File: src/rtl/ysyx_23060075_gpr_ctrl_pkg.sv
// Shared widths and requester IDs for the GPR write-side controller.
package ysyx_23060075_gpr_ctrl_pkg;
    localparam int ysyx_23060075_REG_ADDR_WIDTH = 5;
    localparam int ysyx_23060075_ISA_WIDTH      = 32;

    // Requester IDs double as bit positions in the arbiter req/gnt vectors.
    localparam logic REQ_EXU = 1'b0;
    localparam logic REQ_LSU = 1'b1;
endpackage

File: src/rtl/ysyx_23060075_rr_arb2.sv
// Two-way round-robin arbiter; on contention the requester not granted last wins.
module ysyx_23060075_rr_arb2
    import ysyx_23060075_gpr_ctrl_pkg::*;
(
    input  logic       clk,
    input  logic       rst,
    input  logic [1:0] req,
    output logic [1:0] gnt
);
    logic last;

    // Reset value marks LSU as last served so EXU wins the first contention.
    always_comb begin
        gnt = 2'b00;
        gnt[REQ_EXU] = req[REQ_EXU] && (!req[REQ_LSU] || last == REQ_LSU);
        gnt[REQ_LSU] = req[REQ_LSU] && (!req[REQ_EXU] || last == REQ_EXU);
    end

    always_ff @(posedge clk) begin
        if (rst)
            last <= REQ_LSU;
        else if (|gnt)
            last <= gnt[REQ_LSU] ? REQ_LSU : REQ_EXU;
    end
endmodule

File: src/rtl/ysyx_23060075_gpr_ctrl.sv
// GPR write-port controller: arbitrates EXU/LSU writebacks, registers the write,
// and keeps a busy scoreboard that stalls issue on RAW/WAW hazards.
module ysyx_23060075_gpr_ctrl
    import ysyx_23060075_gpr_ctrl_pkg::*;
#(
    parameter int ADDR_WIDTH = ysyx_23060075_REG_ADDR_WIDTH,
    parameter int DATA_WIDTH = ysyx_23060075_ISA_WIDTH
) (
    input  logic                  clk,
    input  logic                  rst,
    input  logic                  issue_valid,
    output logic                  issue_ready,
    input  logic [ADDR_WIDTH-1:0] issue_rs1,
    input  logic [ADDR_WIDTH-1:0] issue_rs2,
    input  logic [ADDR_WIDTH-1:0] issue_rd,
    input  logic                  issue_rd_en,
    input  logic                  exu_wb_valid,
    output logic                  exu_wb_ready,
    input  logic [ADDR_WIDTH-1:0] exu_wb_addr,
    input  logic [DATA_WIDTH-1:0] exu_wb_data,
    input  logic                  lsu_wb_valid,
    output logic                  lsu_wb_ready,
    input  logic [ADDR_WIDTH-1:0] lsu_wb_addr,
    input  logic [DATA_WIDTH-1:0] lsu_wb_data,
    output logic [DATA_WIDTH-1:0] gpr_w,
    output logic [ADDR_WIDTH-1:0] gpr_w_addr,
    output logic                  gpr_w_en,
    output logic                  wb_err
);
    localparam int NREG = 1 << ADDR_WIDTH;

    logic [NREG-1:0]       busy, busy_next;
    logic [1:0]            req, gnt;
    logic                  wb_accept, issue_set;
    logic [ADDR_WIDTH-1:0] wb_addr;
    logic [DATA_WIDTH-1:0] wb_data;

    assign req = {lsu_wb_valid, exu_wb_valid};

    ysyx_23060075_rr_arb2 u_arb (
        .clk (clk),
        .rst (rst),
        .req (req),
        .gnt (gnt)
    );

    assign exu_wb_ready = gnt[REQ_EXU];
    assign lsu_wb_ready = gnt[REQ_LSU];
    assign wb_accept    = |gnt;
    assign wb_addr      = gnt[REQ_LSU] ? lsu_wb_addr : exu_wb_addr;
    assign wb_data      = gnt[REQ_LSU] ? lsu_wb_data : exu_wb_data;

    assign issue_ready = !busy[issue_rs1] && !busy[issue_rs2] &&
                         !(issue_rd_en && busy[issue_rd]);
    assign issue_set   = issue_valid && issue_ready && issue_rd_en && (issue_rd != '0);

    // Set and clear never hit the same register: issue stalls while rd is busy.
    always_comb begin
        busy_next = busy;
        if (gpr_w_en)
            busy_next[gpr_w_addr] = 1'b0;
        if (issue_set)
            busy_next[issue_rd] = 1'b1;
        busy_next[0] = 1'b0;
    end

    always_ff @(posedge clk) begin
        if (rst) begin
            busy       <= '0;
            gpr_w_en   <= 1'b0;
            gpr_w      <= '0;
            gpr_w_addr <= '0;
            wb_err     <= 1'b0;
        end else begin
            busy     <= busy_next;
            gpr_w_en <= wb_accept && (wb_addr != '0);
            if (wb_accept) begin
                gpr_w      <= wb_data;
                gpr_w_addr <= wb_addr;
            end
            if (wb_accept && (wb_addr != '0) && !busy[wb_addr])
                wb_err <= 1'b1;
        end
    end
endmodule

File: config.mk
export PLATFORM = sky130hd
export DESIGN_NAME = ysyx_23060075_gpr_ctrl
export DESIGN_NICKNAME = d
export VERILOG_FILES = /design/src/rtl/ysyx_23060075_gpr_ctrl_pkg.sv /design/src/rtl/ysyx_23060075_rr_arb2.sv /design/src/rtl/ysyx_23060075_gpr_ctrl.sv
export SDC_FILE = /design/constraint.sdc
export NUM_CORES = 1
export LEC_CHECK = 0
export CAP_MARGIN = 40
export CORE_MARGIN = 5
export CORE_UTILIZATION = 45
export CTS_BUF_LIST = sky130_fd_sc_hd__clkbuf_8
export CTS_CLUSTER_SIZE = 28
export DETAILED_ROUTE_END_ITERATION = 10
export PLACE_DENSITY = 0.77
export SLEW_MARGIN = 15
export SYNTH_ARGS = -nofsm -noshare
export SYNTH_HDL_FRONTEND = slang
export SYNTH_SLANG_ARGS = --single-unit
File: constraint.sdc
create_clock -name clk -period 9.6 [get_ports clk]
set_input_delay 1.92 -clock clk [delete_from_list [all_inputs] [get_ports clk]]
set_output_delay 1.92 -clock clk [all_outputs]
set_load 0.02 [all_outputs]
==> impl_metrics.toml <==
[sta]
hold_viol = 0
finalCritPeriodShare = 0.728
maxSlewHeadroom = 0.536
tightest_slew_ns = 0.683
grt_setup_unrepaired = "false"
fmax_mhz = 143
final.setup.tns_ns = 0
whs_ns = 0.486
post-route-min-period_ns = 6.99
fin_skew_ns = 0.0125
setup_viol = 0
slew_violations = 0

[final_layout]
diodes = 0
drive_gt1_frac = 0.0840
syn2layout_area_growth_pct = 34.6
nets = 745

[synthesis]
ys_seq_elements = 71
synth_nets = 638
synth_top_family_by_area = "simple AND/OR/NAND/NOR gates"
synthArstFlopShare = 0
postSynthAreaPerCell_um2 = 8.60
synth_edf_count = 0
synth_fa_ha_area_frac = 0
synthFlopType = "dfxtp_1"
yosys.area_share.simple = 0.248
synth_compound_area_frac = 0.201
synth_seq_area_share = 0.304
yosysWarnings = 0
synth_mux_area_frac = 0.200
syn_inst = 543
syn_area_um2 = 4670
synth-xor-area-share = 0
ys_types = 46

[critical_path]
cp_top_family = "buffers and inverters"
path_max_fanout = 32
startpoint_type = "input pin"
crit_arrival_ns = 5.07
crit_top_cell = "clkdlybuf4s50_1"
required_ns = 7.68
critPathBufInv = 3
crit_type = "in2out"
crit_path_top_delay_cell = "clkdlybuf4s50_1"
cp_cell_sequence = "clkdlybuf4s50_1, mux4_2, a2111o_1, and4_1, a311o_1, buf_4, nor2_1, clkdlybuf4s50_1"
critical_path.max_stage_delay_ns = 0.75
ff2ff_setup_slack_ns = 6.63
end_kind = "output pin"

[clock_network]
holdBufCountCts = 0
clk_latency_ns = 0.36
numCtsBuffers = 9
cts_tree = "done"
cts_resized = 0
h-tree-depth = 3
cts_sinks = 71
clockBufferDepth = 2
post_cts_buffers = 0
cts_root_buffer = "clkbuf_8"
clk_pin_slew_ns = 0.07

[drt]
routedWlPerCell_um = 20.2
drt-total-wl_um = 16000
avgViaCountPerCell = 6.15
drtIter0Drc = 430
first_pass_iters = 5
wl_met1_um = 6070
route.met3.wl_um = 1870
drt.antenna.violating_nets = 0
vias = 4867
top_layer_used = "met4"
wl_met2_um = 7500
drc = 0

[floorplan]
fp.dieH_um = 112
start_util = 0.457
io_pins = 137
die_area_um2 = 12500
coreArea_um2 = 10200
placementRows = 37
dieWidth_um = 112

[place]
dpl.hpwl_um = 11500
routabilityCongestion = 0.918
port_buffers = 136

[hold_path]
holdCritPathClass = "reg2reg"

[global_route]
grt.overflow.total = 0
grt_pass1_wl_um = 25900
grt_usage = 0.255
grt_pass1_vias = 4921
antenna_found_initial = 0
grt_max_degree = 74

[pwr]
power_density_nw_per_um2 = 129
p_leak_nw = 2.20
ir_drop_uv = 74.3

[job]
drv_cap = 0

[status]
outcome = "finished, final reports clean"
==> through the flow <==
| step | total power (W) | util | worst slack (ns) | instances | area [um2] |
|---|---|---|---|---|---|
| finish | 0.000813 | 0.615 | 2.61 | 791 | 6290 |
| global route | 0.000852 | 0.615 | 2.44 | 791 | 6290 |
| CTS | 0.000818 | 0.615 | 2.61 | 791 | 6290 |
| detailed placement | 0.000525 | 0.591 | 2.61 | 775 | 6040 |
| global placement | 0.000521 | 0.590 | 2.66 | 774 | 6030 |
| floorplan | 0.000431 | - | 3.68 | 543 | 4670 |
==> Yosys cell counts (all sizes together), types with 10 or more instances <==
cell type,n,area [um2]
clkbuf,31,116
a311oi,29,254
nand3b,23,173
nor2b,27,169
buf,15,83.8
dfxtp,71,1420
nand2,85,319
o21ai,22,110
nor3b,19,143
mux2i,40,404
mux4,21,473
a2111oi,10,87.6
o41ai,17,149
o31ai,15,113
nor2,50,188
==> area by class of cell <==
cell class / count / area, um2
fill: 916 / 3940
sequential: 71 / 1420
tap: 136 / 170
clock buffer: 9 / 124
clock inverter: 7 / 121
multi-input combinational: 421 / 3030
inverter: 5 / 18.8
timing repair buffer: 142 / 1400
==> registers in the layout (all words and copies together) (netlist names) <==
name / flops
busy: 31
gpr_w: 32
gpr_w_addr: 5
gpr_w_en: 1
u_arb.last: 1
wb_err: 1
==> tightest hold or removal path, stage by stage (launching register included) <==
cell and delay, ns:
dfxtp_1 0.31, nand2_1 0.05, a311oi_1 0.08
==> worst paths after layout <==
check | start | to | cells after the start
worst max-delay path | issue_rs2[1] | issue_ready | 8
worst min-delay path | gpr_w[13] | gpr_w[13] | 2
worst max register to register | u_arb.last | wb_err | 7
worst min register to register | gpr_w[13] | gpr_w[13] | 2
==> power by group <==
part	internal, W	total, W	switching [W]
combinational	0.0000954	0.000195	0.0000995
sequential	0.000310	0.000325	0.0000150
clock	0.000173	0.000293	0.000121
==> cell families (layout without fill, tap and decap cells) <==
group | Yosys count | in the layout
buffers and inverters | 51 | 163
muxes | 66 | 66
and+or+nand+nor | 231 | 231
DFF | 71 | 71
AOI/OAI and AO/OA | 124 | 124
==> placed cells by master (no fill, tap or decap), types with 2 or more instances in the layout <==
| cell | n |
|---|---|
| inv_1 | 3 |
| or2_2 | 2 |
| a2111oi_0 | 10 |
| o41ai_1 | 17 |
| o211ai_1 | 4 |
| mux2_2 | 5 |
| nand3b_1 | 23 |
| a31oi_1 | 3 |
| nand4_1 | 2 |
| o31ai_1 | 15 |
| a211oi_1 | 8 |
| nor2b_1 | 27 |
| nand2b_1 | 2 |
| a21oi_1 | 8 |
| bufinv_16 | 3 |
| clkinvlp_4 | 3 |
| dfxtp_1 | 71 |
| nand4b_1 | 2 |
| and3_1 | 2 |
| mux4_2 | 21 |
| nand2_1 | 85 |
| clkdlybuf4s50_1 | 135 |
| nor3_1 | 4 |
| a311oi_1 | 29 |
| o21ai_0 | 22 |
| buf_4 | 6 |
| nor2_1 | 50 |
| mux2i_1 | 39 |
| nand3_1 | 8 |
| clkbuf_8 | 9 |
| nor3b_1 | 19 |
==> per-layer routing <==
metal  GRT usage  vias to the layer above
li1            -                     2265
met1       0.305                     2277
met2       0.405                      280
met3      0.0946                       45
met4       0.118                        0
met5           0                        -
(Power assumes the default switching activity.)
